--- src/rtl/frisc_muldiv_pkg.sv ---
// frisc_pkg: shared types and helpers for the frisc RV32M multiply/divide unit.
//   muldiv_op_e    : RV32M funct3 encodings of the eight M-extension ops.
//   muldiv_state_e : sequencer states of the iterative unit.
//   is_div / is_rem / a_signed / b_signed : op classification helpers.
package frisc_pkg;

    typedef enum logic [2:0] {
        OP_MUL    = 3'd0,
        OP_MULH   = 3'd1,
        OP_MULHSU = 3'd2,
        OP_MULHU  = 3'd3,
        OP_DIV    = 3'd4,
        OP_DIVU   = 3'd5,
        OP_REM    = 3'd6,
        OP_REMU   = 3'd7
    } muldiv_op_e;

    typedef enum logic [1:0] {
        IDLE = 2'd0,
        BUSY = 2'd1,
        DONE = 2'd2
    } muldiv_state_e;

    // True for every divider-class op (quotient or remainder).
    function automatic logic is_div(input muldiv_op_e op);
        return op inside {OP_DIV, OP_DIVU, OP_REM, OP_REMU};
    endfunction

    function automatic logic is_rem(input muldiv_op_e op);
        return op inside {OP_REM, OP_REMU};
    endfunction

    function automatic logic a_signed(input muldiv_op_e op);
        return op inside {OP_MULH, OP_MULHSU, OP_DIV, OP_REM};
    endfunction

    function automatic logic b_signed(input muldiv_op_e op);
        return op inside {OP_MULH, OP_DIV, OP_REM};
    endfunction

endpackage

--- src/rtl/frisc_muldiv_if.sv ---
// frisc_muldiv_if: request/response handshake bundle of the multiply/divide unit.
//   req_valid/req_ready/req_op/req_a/req_b : operation request (valid/ready).
//   resp_valid/resp_ready/resp_data        : result response (valid/ready).
//   master : issue/consumer side.   slave : the unit itself.
interface frisc_muldiv_if #(
    parameter int WIDTH = 32
);
    import frisc_pkg::*;

    logic             req_valid;
    logic             req_ready;
    muldiv_op_e       req_op;
    logic [WIDTH-1:0] req_a;
    logic [WIDTH-1:0] req_b;
    logic             resp_valid;
    logic             resp_ready;
    logic [WIDTH-1:0] resp_data;

    modport master (
        output req_valid, req_op, req_a, req_b, resp_ready,
        input  req_ready, resp_valid, resp_data
    );

    modport slave (
        input  req_valid, req_op, req_a, req_b, resp_ready,
        output req_ready, resp_valid, resp_data
    );

endinterface

--- src/rtl/frisc_muldiv_step.sv ---
// frisc_muldiv_step: one combinational iteration of the multiply/divide unit.
//   i_div     : 1 = restoring-divide step, 0 = shift-add multiply step.
//   i_acc     : 2*WIDTH working register.
//               multiply: {partial product high half, remaining multiplier bits}
//               divide  : {partial remainder, remaining dividend bits / quotient}
//   i_operand : multiplicand (multiply) or divisor (divide) magnitude.
//   o_acc     : working register after this step.
//   o_qbit    : quotient bit produced by this step (0 in multiply mode).
module frisc_muldiv_step #(
    parameter int WIDTH = 32
) (
    input  logic               i_div,
    input  logic [2*WIDTH-1:0] i_acc,
    input  logic [WIDTH-1:0]   i_operand,
    output logic [2*WIDTH-1:0] o_acc,
    output logic               o_qbit
);

    logic [WIDTH:0] w_sum;
    logic [WIDTH:0] w_trial;
    logic [WIDTH:0] w_diff;

    always_comb begin
        o_acc  = '0;
        o_qbit = 1'b0;
        // Multiply: add multiplicand into the high half when the multiplier
        // LSB is set, then shift the whole register right (carry included).
        w_sum   = {1'b0, i_acc[2*WIDTH-1:WIDTH]} + (i_acc[0] ? {1'b0, i_operand} : '0);
        // Divide: shift the next dividend bit into the remainder and try a subtract.
        // The remainder stays below the divisor, so bit WIDTH of the difference
        // is a reliable borrow flag.
        w_trial = {i_acc[2*WIDTH-1:WIDTH], i_acc[WIDTH-1]};
        w_diff  = w_trial - {1'b0, i_operand};
        if (i_div) begin
            if (!w_diff[WIDTH]) begin
                o_acc  = {w_diff[WIDTH-1:0], i_acc[WIDTH-2:0], 1'b1};
                o_qbit = 1'b1;
            end else begin
                o_acc  = {w_trial[WIDTH-1:0], i_acc[WIDTH-2:0], 1'b0};
            end
        end else begin
            o_acc = {w_sum, i_acc[WIDTH-1:1]};
        end
    end

endmodule

--- src/rtl/frisc_muldiv.sv ---
// frisc_muldiv: iterative RV32M multiply/divide unit, one bit per cycle.
//   clk   : clock.
//   rst_n : asynchronous active-low reset.
//   flush : synchronous abort of any in-flight or held operation.
//   bus   : frisc_muldiv_if.slave request/response handshake.
// Accepted ops take WIDTH BUSY cycles; divide-by-zero and signed overflow
// bypass iteration and complete one cycle after accept.
module frisc_muldiv #(
    parameter int WIDTH = 32
) (
    input  logic           clk,
    input  logic           rst_n,
    input  logic           flush,
    frisc_muldiv_if.slave  bus
);
    import frisc_pkg::*;

    localparam int CW = $clog2(WIDTH);
    localparam logic [WIDTH-1:0] MOST_NEG = {1'b1, {(WIDTH-1){1'b0}}};

    muldiv_state_e      r_state;
    logic [CW-1:0]      r_cnt;
    logic [WIDTH-1:0]   r_resp;
    muldiv_op_e         r_op;
    logic               r_neg;
    logic [2*WIDTH-1:0] r_acc;
    logic [WIDTH-1:0]   r_opnd;

    logic               w_accept;
    logic               w_a_neg;
    logic               w_b_neg;
    logic [WIDTH-1:0]   w_mag_a;
    logic [WIDTH-1:0]   w_mag_b;
    logic               w_div_zero;
    logic               w_ovf;
    logic               w_fast;
    logic [WIDTH-1:0]   w_fast_res;
    logic [2*WIDTH-1:0] w_acc_nxt;
    logic               w_qbit;
    logic [2*WIDTH-1:0] w_prod;
    logic [WIDTH-1:0]   w_quot;
    logic [WIDTH-1:0]   w_rem;
    logic [WIDTH-1:0]   w_final;

    assign bus.req_ready  = (r_state == IDLE);
    assign bus.resp_valid = (r_state == DONE);
    assign bus.resp_data  = r_resp;

    assign w_accept = bus.req_valid && (r_state == IDLE) && !flush;

    // Operand conditioning at accept: magnitudes plus the sign of the result.
    assign w_a_neg = a_signed(bus.req_op) && bus.req_a[WIDTH-1];
    assign w_b_neg = b_signed(bus.req_op) && bus.req_b[WIDTH-1];
    assign w_mag_a = w_a_neg ? -bus.req_a : bus.req_a;
    assign w_mag_b = w_b_neg ? -bus.req_b : bus.req_b;

    // Cases with architecturally fixed results skip the iteration entirely.
    assign w_div_zero = is_div(bus.req_op) && (bus.req_b == '0);
    assign w_ovf      = (bus.req_op inside {OP_DIV, OP_REM}) &&
                        (bus.req_a == MOST_NEG) && (bus.req_b == '1);
    assign w_fast     = w_div_zero || w_ovf;

    always_comb begin
        w_fast_res = '0;
        if (w_div_zero)
            w_fast_res = is_rem(bus.req_op) ? bus.req_a : '1;
        else if (w_ovf)
            w_fast_res = is_rem(bus.req_op) ? '0 : bus.req_a;
    end

    frisc_muldiv_step #(.WIDTH(WIDTH)) u_step (
        .i_div     (is_div(r_op)),
        .i_acc     (r_acc),
        .i_operand (r_opnd),
        .o_acc     (w_acc_nxt),
        .o_qbit    (w_qbit)
    );

    // Sign fixup on the last step's output; the product is negated at full
    // width so MULH* high halves carry the borrow correctly.
    assign w_prod = r_neg ? -w_acc_nxt : w_acc_nxt;
    assign w_quot = {w_acc_nxt[WIDTH-1:1], w_qbit};
    assign w_rem  = w_acc_nxt[2*WIDTH-1:WIDTH];

    always_comb begin
        w_final = '0;
        case (r_op)
            OP_MUL:                        w_final = w_prod[WIDTH-1:0];
            OP_MULH, OP_MULHSU, OP_MULHU:  w_final = w_prod[2*WIDTH-1:WIDTH];
            OP_DIV, OP_DIVU:               w_final = r_neg ? -w_quot : w_quot;
            default:                       w_final = r_neg ? -w_rem : w_rem;
        endcase
    end

    // Sequencer: state, step counter and the held result.
    always_ff @(posedge clk or negedge rst_n) begin
        if (!rst_n) begin
            r_state <= IDLE;
            r_cnt   <= '0;
            r_resp  <= '0;
        end else if (flush) begin
            r_state <= IDLE;
        end else begin
            case (r_state)
                IDLE: begin
                    if (bus.req_valid) begin
                        if (w_fast) begin
                            r_resp  <= w_fast_res;
                            r_state <= DONE;
                        end else begin
                            r_cnt   <= CW'(WIDTH - 1);
                            r_state <= BUSY;
                        end
                    end
                end
                BUSY: begin
                    r_cnt <= r_cnt - CW'(1);
                    if (r_cnt == '0) begin
                        r_resp  <= w_final;
                        r_state <= DONE;
                    end
                end
                DONE: begin
                    if (bus.resp_ready)
                        r_state <= IDLE;
                end
                default: r_state <= IDLE;
            endcase
        end
    end

    // Datapath registers: loaded at accept, advanced on every BUSY cycle.
    always_ff @(posedge clk) begin
        if (w_accept) begin
            r_op   <= bus.req_op;
            r_neg  <= is_rem(bus.req_op) ? w_a_neg : (w_a_neg ^ w_b_neg);
            r_acc  <= is_div(bus.req_op) ? {{WIDTH{1'b0}}, w_mag_a} : {{WIDTH{1'b0}}, w_mag_b};
            r_opnd <= is_div(bus.req_op) ? w_mag_b : w_mag_a;
        end else if (r_state == BUSY) begin
            r_acc  <= w_acc_nxt;
        end
    end

endmodule

--- src/flat_wrapper.sv ---
// flat-port wrapper written by rule: the top's interface ports become plain ports
module frisc_muldiv_flat import frisc_pkg::*;
#(
    parameter int WIDTH = 32
)
  (clk, rst_n, flush, bus_req_valid, bus_req_op, bus_req_a, bus_req_b, bus_resp_ready, bus_req_ready, bus_resp_valid, bus_resp_data);
  frisc_muldiv_if #(.WIDTH(WIDTH)) bus_i ();
  input  logic clk;
  input  logic rst_n;
  input  logic flush;
  input wire logic [$bits(bus_i.req_valid)-1:0] bus_req_valid;
  input wire logic [$bits(bus_i.req_op)-1:0] bus_req_op;
  input wire logic [$bits(bus_i.req_a)-1:0] bus_req_a;
  input wire logic [$bits(bus_i.req_b)-1:0] bus_req_b;
  input wire logic [$bits(bus_i.resp_ready)-1:0] bus_resp_ready;
  output wire logic [$bits(bus_i.req_ready)-1:0] bus_req_ready;
  output wire logic [$bits(bus_i.resp_valid)-1:0] bus_resp_valid;
  output wire logic [$bits(bus_i.resp_data)-1:0] bus_resp_data;
  assign bus_i.req_valid = bus_req_valid;
  assign bus_i.req_op = bus_req_op;
  assign bus_i.req_a = bus_req_a;
  assign bus_i.req_b = bus_req_b;
  assign bus_i.resp_ready = bus_resp_ready;
  assign bus_req_ready = bus_i.req_ready;
  assign bus_resp_valid = bus_i.resp_valid;
  assign bus_resp_data = bus_i.resp_data;
  frisc_muldiv #(.WIDTH(WIDTH)) u_core (.clk(clk), .rst_n(rst_n), .flush(flush), .bus(bus_i));
endmodule
--- config.mk ---
export PLATFORM = sky130hd
export DESIGN_NAME = frisc_muldiv_flat
export DESIGN_NICKNAME = d
export VERILOG_FILES = /design/src/rtl/frisc_muldiv_pkg.sv /design/src/rtl/frisc_muldiv_if.sv /design/src/rtl/frisc_muldiv_step.sv /design/src/rtl/frisc_muldiv.sv /design/src/flat_wrapper.sv
export SDC_FILE = /design/constraint.sdc
export NUM_CORES = 1
export LEC_CHECK = 0
export ABC_AREA = 1
export BUFFER_PORTS_ARGS = -buffer_cell sky130_fd_sc_hd__buf_2
export CAP_MARGIN = 40
export CORE_MARGIN = 8
export CORE_UTILIZATION = 40
export CTS_CLUSTER_DIAMETER = 40
export DETAILED_ROUTE_END_ITERATION = 7
export PLACE_DENSITY = 0.54
export SLEW_MARGIN = 25
export SYNTH_ARGS = -nofsm -noshare
export SYNTH_HDL_FRONTEND = slang
export SYNTH_HIERARCHICAL = 1
export SYNTH_SLANG_ARGS = --single-unit
--- constraint.sdc ---
create_clock -name clk -period 11.9 [get_ports clk]
set_clock_uncertainty 0.2 [all_clocks]
set_input_delay 1.19 -clock clk [delete_from_list [all_inputs] [get_ports clk]]
set_output_delay 1.19 -clock clk [all_outputs]
set_load 0.02 [all_outputs]
==> results.rst <==
.. list-table::
   :header-rows: 1

   * - Metric
     - Value
   * - GRT Total Usage
     - 0.3214
   * - Number of DRC violations after detailed routing
     - 0
   * - Vias per inst
     - 5.622
   * - R2R cell count
     - 29
   * - Crit path max-delay cell type
     - fa_1
   * - P per Cell Area
     - 290.0 nW/um2
   * - Core footprint
     - 47750 um2
   * - R2r startpoint
     - u_core/r_acc[31]
   * - I/O Pins
     - 106
   * - NetSw
     - 3747 uW
   * - Clock share of power
     - 0.093
   * - Fraction of power consumed by sequential logic
     - 0.169
   * - Detailed router's first-iteration violation count
     - 2467
   * - RePlAce Congestion
     - 0.9962
   * - Min cycle time layout
     - 5.226 ns
   * - Vias
     - 22820
   * - Nature of the critical path endpoint
     - register
   * - CTS tree
     - done
   * - CTS Buf Count
     - 17
   * - Worst flop-to-flop path endpoint
     - u_core/bus.resp_data[20]
   * - Post-detailed-routing wire length
     - 91.96 mm
   * - Height of the die
     - 235.7 um
   * - Fraction of layout instances using a drive strength above 1
     - 0.09442
   * - Critical setup path kind
     - register to register
   * - Overall power after layout
     - 6109 uW
   * - Min-Delay Endpoint
     - u_core/bus.resp_data[4]
   * - Highest net fanout along the worst path
     - 17
   * - P_int
     - approximately 2400 uW
   * - Antenna-violating nets left
     - 0
   * - Overall overflow remaining after global route
     - 0
   * - Clock slew seen by the registers of the worst setup and hold paths
     - around 0.06 ns
   * - Max-slew headroom
     - 0.3833
   * - Starting density of the core
     - 0.4044
   * - Final nets
     - 3575
   * - FMAX
     - 191.4 MHz
   * - Final Hold Fails
     - 0
   * - Post-cts resize count
     - 0
   * - Required @ worst endpoint
     - 12.10 ns
   * - Initial antenna violation count
     - 3
   * - Flip-flop and latch count after synthesis
     - 139
   * - Most common flop cell mapped by yosys
     - edfxtp_1
   * - Minimum setup slack among reg-to-reg paths
     - 6.67 ns
   * - Area growth from synthesis to layout
     - 9.112%
   * - Worst stage delay on the critical path
     - approximately 0.43 ns
   * - Root buffer cell
     - clkbuf_16
   * - Wire length of the first global-routing pass
     - 135.3 mm
   * - Buffers from clock root to sink, at most
     - 2
   * - Maximum number of pins on one net before global-route repair
     - 73
   * - Share of synthesized area occupied by flip-flops and latches
     - 0.2061
   * - CP startpoint kind
     - register
   * - Die Footprint
     - roughly 56000 um2
   * - Worst hold path depth
     - 2
   * - Unrepaired setup endpoints after global routing
     - false
   * - Post-Route Hold Slack
     - 0.2810 ns
   * - Most frequent cell on the critical path
     - nand2_1
   * - Area of the mapped netlist
     - 19310 um2
   * - Worst IR Drop VDD
     - 0.1792 mV
   * - Synthesis Warnings
     - 6
   * - Clk Latency, worst-skew pair
     - 0.49 ns
   * - Critical path launch point
     - u_core/r_acc[31]
   * - Final max-slew violation count
     - 0
   * - Logic pwr share
     - 0.738
   * - Post CTS Setup Buffer Count
     - 0
   * - Count of TritonRoute iterations in the first routing pass
     - 8
   * - Most used cells in the layout excluding fill and tap cells
     - nand2_1, nor2_1, inv_1
   * - TNS Setup
     - 0 ns
   * - Share of async-settable or async-resettable flops after synthesis
     - 0.2806
   * - Die width
     - 235.7 um
   * - Nets in the synthesized netlist
     - 3511
   * - Count of different cell masters after synthesis
     - 50
   * - H-tree levels
     - 4
   * - Setup violators final
     - 0
   * - Hold path start
     - u_core/bus.resp_data[4]
   * - Number of cell rows
     - 80
   * - Data arrival, critical path
     - 5.43 ns
   * - Measured slew at the worst slew-check pin
     - ~0.92 ns
   * - Path type of the worst min-delay path
     - register to register
   * - Number of enable flip-flop cells after synthesis
     - 100
   * - Number of buffers inserted by port buffering
     - 105
   * - Number of global-route vias before repair
     - 21530
   * - Leakage component of the power
     - 0.01061 uW
   * - Final cycle utilization of the critical path
     - 0.4391
   * - Number of maximum-capacitance constraint violations
     - 0
   * - Mean Syn Cell Area
     - ~5.7 um2
   * - Clock net sink count
     - around 140
   * - Sw Share
     - 0.6134
   * - Routed length per placed instance
     - 22.66 um
   * - Most common cell after layout, fill and taps aside
     - nand2_1
   * - Number of buffers added to fix hold violations after cts
     - 0
   * - Status
     - finished, final reports clean
   * - Dpl hpwl
     - 76.50 mm
   * - Cell count after synthesis
     - 3365
## power groups by stage
stage          clock network (uW)  registers, uW  logic, uW
2_1_floorplan                   0            971       2860
5_1_grt                       596           1040       4890
6_report                      568           1030       4510
3_5_place_dp                    0           1040       4370
4_1_cts                       576           1030       4390
3_3_place_gp                    0           1050       4330
## synthesized netlist by cell type (all sizes together) (4+ instances only)
cell	instances	area, um2
o211ai	23	172.7
buf	48	321.6
or2	11	68.82
edfxtp	100	3003
inv	446	1674
nand3b	29	217.7
a31oi	7	43.79
o22ai	8	50.05
nand2	1153	4493
clkbuf	47	176.4
nand4	61	387.9
o21ai	204	1021
dfrtp	39	975.9
nand3	337	1857
ha	72	900.9
a21o	4	30.03
clkinv	7	26.28
xor2	68	595.6
o21a	6	45.04
o21bai	7	52.55
nor2	476	1932
and2	6	37.54
nor3	32	165.2
xnor2	19	166.4
a21oi	138	739.5
## logic make-up (layout without fill, tap and decap cells)
kind of cell,after synthesis,after routing,synth area share
simple gates,2110,2110,0.4760
buf+inv,548,625,0.1139
compound gates,404,404,0.1143
flops,139,139,0.2061
xor+xnor,87,87,0.03947
fa+ha+maj,74,74,0.04873
mux,3,3,0.001555
other cells,0,1,0
## critical path: cells and delay by family (launching register included)
kind,cells,cell delay [ns]
buffers and inverters,4,0.66
AOI/OAI and AO/OA,2,0.39
adders and majority gates,3,1.10
and+or+nand+nor,20,2.47
DFF,1,0.32
## through the flow
step,util,instance area [um2],instances,setup WS (ns)
final,0.4412,21070,4058,6.674
after global routing,0.4412,21060,4057,6.366
after CTS,0.4405,21030,4054,6.786
after detailed placement,0.4279,20430,4022,6.817
after global placement,0.4247,20280,4011,6.800
after floorplan,-,19310,3365,8.109
## routing by layer
metal	GRT usage	vias up	routed length [um]
li1	-	10930	-
met4	0.1908	2	6191
met2	0.5409	1097	42700
met1	0.3874	10550	36610
met3	0.04529	240	6448
met5	0	-	10
## worst max path at each step
stage / to / cells past startpoint / slack [ns]
floorplan: u_core/r_acc[0] / 5 / 8.11
global placement: u_core/bus.resp_data[8] / 30 / 6.80
detailed placement: u_core/bus.resp_data[8] / 31 / 6.82
CTS: u_core/bus.resp_data[8] / 31 / 6.79
global route: u_core/bus.resp_data[20] / 29 / 6.37
finish: u_core/bus.resp_data[20] / 29 / 6.67
## area by class of cell
class	count	area (um2)
Tap cell	615	769.5
Clock buffer	20	483.0
Antenna cell	1	2.502
Fill cell	5310	26680
Inverter	453	1700
Multi-Input combinational cell	2678	13150
Timing Repair Buffer	140	865.8
Sequential cell	139	3979
Clock inverter	12	121.4
## state kept, by name, summed over array words and instances, names as in the netlist
register,count
u_core/bus.resp_data,32
u_core/r_cnt,5
u_core/r_neg,1
u_core/r_state,2
u_core/r_opnd,32
u_core/r_acc,64
u_core/r_op,3
Note: power is estimated with default switching activity, not from simulation.
